File: src/rtl/fifo_to_com.sv
// fifo_to_com: drains an upstream FIFO byte-by-byte onto a UART 8N1 line while folding each byte into a CRC-8.
// Define FIFO_TO_COM_CRC_APPEND_EN to send the CRC as a trailer frame at the end of each burst.
module fifo_to_com #(
    parameter int CLKS_PER_BIT = 5208
) (
    input  logic       clk,
    input  logic       reset,
    input  logic       enable,
    input  logic       fifo_empty,
    input  logic [7:0] fifo_data_in,
    output logic       fifo_re,
    output logic       tx,
    output logic       busy,
    output logic       isFinish,
    output logic [7:0] CRC
);
    typedef enum logic [2:0] {
        IDLE, READ, WAIT, CRCCALC, START, DATA, STOP
`ifdef FIFO_TO_COM_CRC_APPEND_EN
        , CRCSEND
`endif
    } state_t;
    state_t      state_q;
    logic [7:0]  shift_q, crc_q;
    logic [2:0]  idx_q;
    logic [15:0] cnt_q;
    logic        fifo_re_q, tx_q, busy_q, fin_q;
`ifdef FIFO_TO_COM_CRC_APPEND_EN
    logic        trailer_q;
`endif
    logic        last, fb;
    assign last = cnt_q == 16'(CLKS_PER_BIT - 1);
    assign fb = crc_q[7] ^ shift_q[idx_q];
    assign fifo_re = fifo_re_q;
    assign tx = tx_q;
    assign busy = busy_q;
    assign isFinish = fin_q;
    assign CRC = crc_q;
    always_ff @(posedge clk) begin
        if (reset) begin
            state_q   <= IDLE;
            shift_q   <= 8'h00;
            crc_q     <= 8'h00;
            idx_q     <= 3'd0;
            cnt_q     <= 16'd0;
            fifo_re_q <= 1'b0;
            tx_q      <= 1'b1;
            busy_q    <= 1'b0;
            fin_q     <= 1'b0;
`ifdef FIFO_TO_COM_CRC_APPEND_EN
            trailer_q <= 1'b0;
`endif
        end else begin
            fifo_re_q <= 1'b0;
            fin_q     <= 1'b0;
            // The bit-period counter wraps to zero on every bit boundary.
            if (state_q inside {START, DATA, STOP}) cnt_q <= last ? 16'd0 : cnt_q + 16'd1;
            case (state_q)
                IDLE: if (enable && !fifo_empty) begin
                    state_q   <= READ;
                    fifo_re_q <= 1'b1;
                    busy_q    <= 1'b1;
                end
                READ: state_q <= WAIT;
                WAIT: begin
                    shift_q <= fifo_data_in;
                    idx_q   <= 3'd7;
                    state_q <= CRCCALC;
                end
                CRCCALC: begin
                    crc_q <= {crc_q[6:0], 1'b0} ^ (fb ? 8'h07 : 8'h00);
                    idx_q <= idx_q - 3'd1;
                    if (idx_q == 3'd0) begin
                        state_q <= START;
                        tx_q    <= 1'b0;
                    end
                end
                START: if (last) begin
                    state_q <= DATA;
                    tx_q    <= shift_q[0];
                    idx_q   <= 3'd0;
                end
                DATA: if (last) begin
                    if (idx_q == 3'd7) begin
                        state_q <= STOP;
                        tx_q    <= 1'b1;
                    end else begin
                        idx_q <= idx_q + 3'd1;
                        tx_q  <= shift_q[idx_q + 3'd1];
                    end
                end
                STOP: if (last) begin
`ifdef FIFO_TO_COM_CRC_APPEND_EN
                    if (trailer_q) begin
                        state_q   <= IDLE;
                        busy_q    <= 1'b0;
                        fin_q     <= 1'b1;
                        crc_q     <= 8'h00;
                        trailer_q <= 1'b0;
                    end else if (fifo_empty) begin
                        state_q <= CRCSEND;
                    end else begin
                        state_q <= IDLE;
                        busy_q  <= 1'b0;
                    end
`else
                    state_q <= IDLE;
                    busy_q  <= 1'b0;
                    fin_q   <= fifo_empty;
`endif
                end
`ifdef FIFO_TO_COM_CRC_APPEND_EN
                CRCSEND: begin
                    shift_q   <= crc_q;
                    trailer_q <= 1'b1;
                    state_q   <= START;
                    tx_q      <= 1'b0;
                end
`endif
                default: state_q <= IDLE;
            endcase
        end
    end
endmodule

File: config.mk
export PLATFORM = sky130hd
export DESIGN_NAME = fifo_to_com
export DESIGN_NICKNAME = d
export VERILOG_FILES = /design/src/rtl/fifo_to_com.sv
export SDC_FILE = /design/constraint.sdc
export NUM_CORES = 1
export LEC_CHECK = 0
export BUFFER_PORTS_ARGS = -buffer_cell sky130_fd_sc_hd__buf_4
export CORE_UTILIZATION = 35
export CTS_BUF_LIST = sky130_fd_sc_hd__clkbuf_2 sky130_fd_sc_hd__clkbuf_4 sky130_fd_sc_hd__clkbuf_8
export CTS_CLUSTER_SIZE = 40
export DETAILED_ROUTE_END_ITERATION = 10
export SETUP_SLACK_MARGIN = 0.05
export SLEW_MARGIN = 20
export SYNTH_ARGS = -nofsm -noshare
export SYNTH_HDL_FRONTEND = slang
export SYNTH_SLANG_ARGS = --single-unit
File: constraint.sdc
create_clock -name clk -period 5.2 [get_ports clk]
set_clock_uncertainty 0.1 [all_clocks]
set_input_delay 1.04 -clock clk [delete_from_list [all_inputs] [get_ports clk]]
set_output_delay 1.04 -clock clk [all_outputs]
set_load 0.01 [all_outputs]
# == Word-level counts from Yosys, hierarchy flattened ==
# Cells that the tools add are included.
# word_totals
ff_bits,42
inputBits,12
output_inout_bits,12
# classes
n_eq_ne,15
addsub,3
n_lt_le_gt_ge,2
mux,25
n_reduce_logical,14
bitwise,5
# ops
operator,count
3-bit two-way mux,9
3-bit one-hot mux with 7 select lines,1
"16-bit by 1-bit adder with 16-bit output, second input constant",1
"16-bit by 13-bit equality test with 1-bit output, second input constant",1
16-bit two-way mux,1
"3-bit equality test, second input constant",4
"2-bit inequality test, second input constant",6
3-bit one-hot mux with 4 select lines,1
1-bit two-way mux,9
"3-bit by 4-bit less-than comparator with 1-bit output, second input constant",2
4-bit AND reduction,2
8-bit by 3-bit bitwise XOR with 8-bit output,1
1-bit binary-select mux with 3-bit select,2
"3-bit by 2-bit equality test with 1-bit output, second input constant",2
3-bit logical NOT,2
6-bit AND reduction,1
3-bit nonzero test,2
4-bit nonzero test,1
"3-bit by 1-bit adder with 3-bit output, second input constant",1
"3-bit by 1-bit equality test with 1-bit output, second input constant",1
1-bit inverter,3
1-bit one-hot mux with 3 select lines,1
3-bit AND reduction,1
3-bit OR reduction,1
other kinds (8),8

# == Logic depth before layout (Yosys ltp) ==
# Gate-level depths: netlist of run 1.
# logic_depth
word_depth,6
mapped_depth,8
depth_no_buf,7

# == Least setup slack after synthesis of run 1 ==
# OpenSTA, ideal clock, no wires.
# synth_timing
path_kind,register -> register
startpoint,register cnt_q[14]
endpoint,register state_q[2]
arrival_ns,1.943
slack_ns,3.029
synth_period_minus_slack_ns,2.171
required_time_ns,4.972
path_stages_with_launch,7
cell_sequence,dfxtp_1 > or4b_2 > or4_4 > buf_6 > a21bo_2 > a22oi_1 > nor2_1
# synth_via
elab_chain_len,3
elab_cells_between_ends,5
classes_between,eq/ne (4); reduce/logical (1)
# synth_lines
element,line,text
start: declaration,26,logic [15:0] cnt_q;
start signal: assignment,57,"if (state_q inside {START, DATA, STOP}) cnt_q <= last ? 16'd0 : cnt_q + 16'd1;"
16-bit by 13-bit equality test with 1-bit output (*),32,assign last = cnt_q == 16'(CLKS_PER_BIT - 1);
2-bit inequality test (no line),-,
6-bit AND reduction (no line) (*),-,
end signal: assignment,41,state_q <= IDLE;
end signal: assignment,60,state_q <= READ;
end signal: assignment,64,READ: state_q <= WAIT;
end: declaration,23,state_t state_q;
# Mark *: on every way between the ends. The rest lies on a longest branch, timed or not.
# A chain may end at the register's enable or synchronous reset.

# == Worst setup path after layout of run 1 ==
# layout_timing
startpoint,register cnt_q[3]
endpoint,register cnt_q[7]
# layout_via
elab_chain_len,2
elab_cells_between_ends,3
classes_between,add/sub (1); eq/ne (1); mux (1)
# layout_lines
element,line
16-bit by 1-bit adder with 16-bit output or 16-bit by 13-bit equality test with 1-bit output (tied branches),"57, 32"
16-bit two-way mux (*),57
# Marked as above.

==> results.yml, run 1 <==
critical_path:
  startpoint: "cnt_q[3]$_SDFFE_PP0P_"
  r2r_slack_ns: 2.80
  path_class: "reg -> reg"
  reg2reg_depth: 4
  crit_end: "cnt_q[7]$_SDFFE_PP0P_"
  required_ns: 5.25
  crit_path_max_fanout: 15
  worstSetupEndpointType: "register"
  cp.arrival_ns: 2.45
  reg2reg_to: "cnt_q[7]$_SDFFE_PP0P_"
  timing.rr.start: "cnt_q[3]$_SDFFE_PP0P_"
  start_kind: "register"
clock_tree:
  h-tree-depth: 2
  clk_path_buf_depth: 2
  clock_latency_ns: 0.29
  cts_resized: 0
  hold_buffers: 0
  clk_pin_slew_ns: 0.08
  cts_root_buffer: "clkbuf_8"
  cts.sinks: 42
  cts_tree: "built"
  cts_setup_buffers: 0
  cts_buffers: 5
global_routing:
  grt_pass1_vias: 1489
  grt-ovfl-total: 0
  grt_pass1_wl_um: 6730
  grtUsageTotal: 0.136
  grt_max_degree: 30
  antenna_found_initial: 0
die:
  start_util: 0.369
  rows: 27
  dieHeight_um: 78.9
  dieArea_mm2: 0.00622
  core-area_mm2: 0.00561
  dieWidth_um: 78.9
  io_pins: 24
timing:
  fin_crit_sh: 0.461
  min_period_ns: 2.40
  grt_setup_unrepaired: "no"
  slew-limit-headroom: 0.458
  fin_setup_tns_ns: 0
  setup_violations: 0
  slew_viol_final: 0
  max_freq_mhz: 417
  finalHoldViolCount: 0
  worst_slew_pin_slew_ns: 0.810
routing:
  vias: 1632
  viasPerCell: 5.02
  drt_wl_total_um: 3810
  remaining_drc_errors: 0
  detail_route.first_pass.iterations: 4
  ant_nets: 0
  wire_per_inst_um: 11.7
  drt_iter0_drc: 49
synthesis:
  syn_area_mm2: 0.00207
  ys_types: 43
  synth_fp_nets: 252
  ys_seq_area_frac: 0.406
  async_flop_share: 0
  ys_warn_count: 0
  ys.flop_type: "dfxtp_1"
  synth_edf_count: 0
  synth_seq_cells: 42
  netlist_instances: 235
  syn_avg_cell_area_um2: 8.81
power:
  p_leak_nw: 0.831
  intPower_w: 0.000603
  p_clk_frac: 0.239
  sequentialPowerShare: 0.468
  power_frac_comb: 0.294
  switching_share: 0.335
  power.switching_w: 0.000304
  p_total_w: 0.000907
  p_per_area_mw_per_mm2: 383
  peakVddDrop_v: 0.000169
finish:
  antenna_cells: 0
  layout_commonest_cell: "dfxtp_1"
  n_fill_cell: 589
  area_growth_pct: 14.6
  drive_gt1_frac: 0.182
  nets: 269
  most-common-layout-cells: "42 x dfxtp_1, 37 x nor2_1, 30 x nand2_1"
worst_hold_path:
  hold_class: "reg -> reg"
place:
  port_buffers: 23
  gp_congestion: 0.749
  hpwl_um: 2730
run_status:
  outcome: "complete, no violations"
flow_run:
  maxCapViolations: 0
==> registers in the layout (all words and copies together), names as in the netlist <==
signal and cells:
CRC 8, idx_q 3, shift_q 8, isFinish 1, state_q 3, tx 1
cnt_q 16, busy 1, fifo_re 1
==> kinds of logic (layout without fill, tap and decap cells) <==
kind of cell               count (synthesis)  count (layout)  share of synthesized area
adders and majority gates                  5               5                     0.0302
DFF                                       42              42                      0.406
and+or+nand+nor                          100             100                      0.224
xor gates and xnor gates                  18              18                     0.0762
muxes                                     15              15                     0.0967
buffers and inverters                     20              38                     0.0417
AOI/OAI and AO/OA                         35              35                      0.125
==> worst max-delay path, cell delays in order (launching register included) <==
cell and delay, ns:
dfxtp_1 0.36, or4b_2 0.64, or4_4 0.54, o21bai_2 0.53, nor2_1 0.11
==> Yosys cell counts, types with 3 or more instances <==
library cell / count / area (um^2)
a21oi_1: 15 / 75.1
buf_2: 3 / 15.0
nand3_1: 10 / 50.1
xnor2_1: 7 / 61.3
ha_1: 5 / 62.6
mux2i_1: 11 / 110
nor3_1: 3 / 15.0
nand4_1: 4 / 25.0
clkbuf_1: 8 / 30.0
inv_1: 6 / 22.5
nor2_1: 37 / 139
nand2_1: 30 / 113
mux4_2: 4 / 90.1
dfxtp_1: 42 / 841
xor2_1: 11 / 96.3
a211oi_1: 5 / 37.5
==> how the worst min path moves through the flow <==
stage / startpoint / end / slack, ns / cells after the start
after floorplan: cnt_q[1]$_SDFFE_PP0P_ / cnt_q[1]$_SDFFE_PP0P_ / 0.36 / 2
after global placement: busy$_SDFFE_PP0P_ / busy$_SDFFE_PP0P_ / 0.35 / 2
after detailed placement: busy$_SDFFE_PP0P_ / busy$_SDFFE_PP0P_ / 0.35 / 2
after CTS: busy$_SDFFE_PP0P_ / busy$_SDFFE_PP0P_ / 0.37 / 2
after global routing: busy$_SDFFE_PP0P_ / busy$_SDFFE_PP0P_ / 0.40 / 2
final: busy$_SDFFE_PP0P_ / busy$_SDFFE_PP0P_ / 0.36 / 2
==> power groups by stage <==
stage | registers (W) | clock network (W) | logic (W)
detailed placement | 0.000432 | 0 | 0.000269
global route | 0.000435 | 0.000240 | 0.000300
floorplan | 0.000398 | 0 | 0.000243
finish | 0.000424 | 0.000216 | 0.000266
CTS | 0.000425 | 0.000228 | 0.000269
global placement | 0.000434 | 0 | 0.000266
==> per-layer routing <==
metal	GRT usage	routed length (um)
met5	0	0
met1	0.181	2000
met3	0.0391	164
met2	0.211	1590
met4	0.0436	48
==> layout make-up <==
class	instances	area, um^2	share of cell area
multi-input combinational	173	1140	0.482
sequential	42	841	0.355
timing repair buffer	24	180	0.0760
tap	72	90.1	0.0380
clock buffer	6	82.6	0.0348
inverter	6	22.5	0.00950
clock inverter	2	12.5	0.00528
==> stage by stage <==
stage	instances	util	hold slack, ns	area [um^2]	worst slack, ns
after global placement	317	0.406	0.349	2280	2.82
after detailed placement	317	0.406	0.354	2280	2.78
final	325	0.423	0.363	2370	2.80
after floorplan	235	-	0.362	2070	3.03
after global routing	325	0.423	0.398	2370	2.63
after CTS	325	0.423	0.366	2370	2.78
No activity file was read; power rests on OpenSTA's default activity.
==> inputs of run 2 (changes only) <==
==> constraint.sdc (replaced) <==
create_clock -name clk -period 2.1 [get_ports clk]
set_clock_uncertainty 0.1 [all_clocks]
set_input_delay 0.42 -clock clk [delete_from_list [all_inputs] [get_ports clk]]
set_output_delay 0.42 -clock clk [all_outputs]
set_load 0.01 [all_outputs]
==> results.yml, run 2 (synthesized netlist as in run 1, its figures left out) <==
routing:
  drt_wl_total_um: 4340
  vias: 1711
  remaining_drc_errors: 0
  wire_per_inst_um: 12.4
  ant_nets: 0
  detail_route.first_pass.iterations: 4
  viasPerCell: 4.87
  drt_iter0_drc: 79
place:
  dp.cells: 342
  port_buffers: 23
  hpwl_um: 3050
  gp_congestion: 0.758
timing:
  setup_slack_ns: -0.0778
  fin_setup_tns_ns: -1.17
  worst_slew_pin_slew_ns: 0.537
  slew_viol_final: 0
  fin_crit_sh: 1.04
  max_freq_mhz: 459
  slew-limit-headroom: 0.641
  finalHoldViolCount: 0
  setup_violations: 22
  grt_setup_unrepaired: "yes"
  min_period_ns: 2.18
critical_path:
  required_ns: 2.19
  worstSetupEndpointType: "register"
  crit_chain: "or4b_1 > or4_4 > buf_12 > a21bo_2 > a22oi_2 > nor2_1"
  crit_path_max_fanout: 7
  slowest_stage: "or4_4"
  start_kind: "register"
  path_class: "reg -> reg"
  slowest_delay_ns: 0.60
  cp.arrival_ns: 2.27
  r2r_slack_ns: -0.08
power:
  p_per_area_mw_per_mm2: 935
  peakVddDrop_v: 0.000609
  p_leak_nw: 1.01
finish:
  layout_commonest_cell: "buf_4"
  largest_register_ff_count: 16
  n_fill_cell: 574
  antenna_cells: 0
  nets: 295
  area_growth_pct: 30.4
  drive_gt1_frac: 0.319
  instances_no_fill: 351
  postLayoutCoreUtil: 0.481
  regMostFlops: "cnt_q"
  most-common-layout-cells: "48 x buf_4, 38 x dfxtp_1, 35 x nor2_1"
die:
  dieArea_mm2: 0.00622
  core-area_mm2: 0.00561
  dieHeight_um: 78.9
  start_util: 0.369
  io_pins: 24
  rows: 27
  dieWidth_um: 78.9
clock_tree:
  cts_root_buffer: "clkbuf_8"
  clk_pin_slew_ns: 0.09
  cts_tree: "built"
  cts_buffers: 5
  clock_latency_ns: 0.30
  clk_path_buf_depth: 2
  hold_buffers: 0
  h-tree-depth: 2
  cts.sinks: 42
global_routing:
  grtUsageTotal: 0.154
  grt_pass1_wl_um: 7560
  grt_pass1_vias: 1628
  grt-ovfl-total: 0
  antenna_found_initial: 0
  grt_max_degree: 30
run_status:
  violations: "setup timing"
  outcome: "finished, violations left"
flow_run:
  maxCapViolations: 0
worst_hold_path:
  hold_class: "in -> reg"
==> run 2: cell count changes in the layout (fill, tap and decap cells not counted), sizes merged <==
| cell | previous run | this run |
|---|---|---|
| bufinv | 0 | 1 |
| buf | 24 | 50 |
| clkinvlp | 1 | 0 |
| clkinv | 1 | 2 |
| clkbuf | 6 | 5 |
==> run 2: power by group <==
part           internal [W]  leakage (nW)  switching (W)
Combinational      0.000431         0.612       0.000427
Sequential         0.000891         0.342       0.000133
Clock              0.000350        0.0579       0.000290
==> run 2: layout make-up <==
type	instances	area (um^2)	area share
clock buffer	5	68.8	0.0255
clock inverter	3	40.0	0.0148
inverter	6	22.5	0.00835
multi-input combinational	173	1230	0.456
sequential	42	846	0.314
tap	72	90.1	0.0334
timing repair buffer	50	400	0.148
==> run 2: per-stage QoR <==
| stage | hold WS [ns] | setup slack, ns | power (W) | instance area [um^2] |
|---|---|---|---|---|
| final | 0.237 | -0.0778 | 0.00252 | 2700 |
| after global routing | 0.250 | -0.126 | 0.00269 | 2700 |
| after CTS | 0.236 | -0.0684 | 0.00250 | 2650 |
| after detailed placement | 0.352 | -0.142 | 0.00182 | 2480 |
| after global placement | 0.347 | -0.0534 | 0.00181 | 2480 |
| after floorplan | 0.362 | -0.0413 | 0.00159 | 2080 |
==> run 2: timing repair <==
item | CTS | global route
gates resized for setup | 7 | 10
endpoints found under the hold margin | 0 | 0
pin swaps | 8 | 5
setup endpoints to repair | 22 | 26
buffers inserted | 1 | 0
==> run 2: final timing paths <==
kind         cells after the start                       to                   start
min reg2reg                      2        busy$_SDFFE_PP0P_       busy$_SDFFE_PP0P_
max reg2reg                      6  state_q[2]$_SDFFE_PP0P_  cnt_q[11]$_SDFFE_PP0P_
min                              3  shift_q[0]$_SDFFE_PP0P_         fifo_data_in[0]
max                              6  state_q[2]$_SDFFE_PP0P_  cnt_q[11]$_SDFFE_PP0P_
==> run 2: per-layer routing <==
metal	share of wire	global-route usage	wire length (um)	vias up
met1	0.51	0.207	2220	783
met3	0.033	0.0379	143	8
met5	0	0	0	-
met4	0.013	0.0491	56	0
li1	-	-	-	896
met2	0.44	0.242	1920	24
==> run 2: worst max-delay path, delay by kind of cell (launching register included) <==
family / cells / cell delay (ns)
flops: 1 / 0.32
buf+inv: 1 / 0.17
compound gates: 2 / 0.30
simple gates: 3 / 1.18
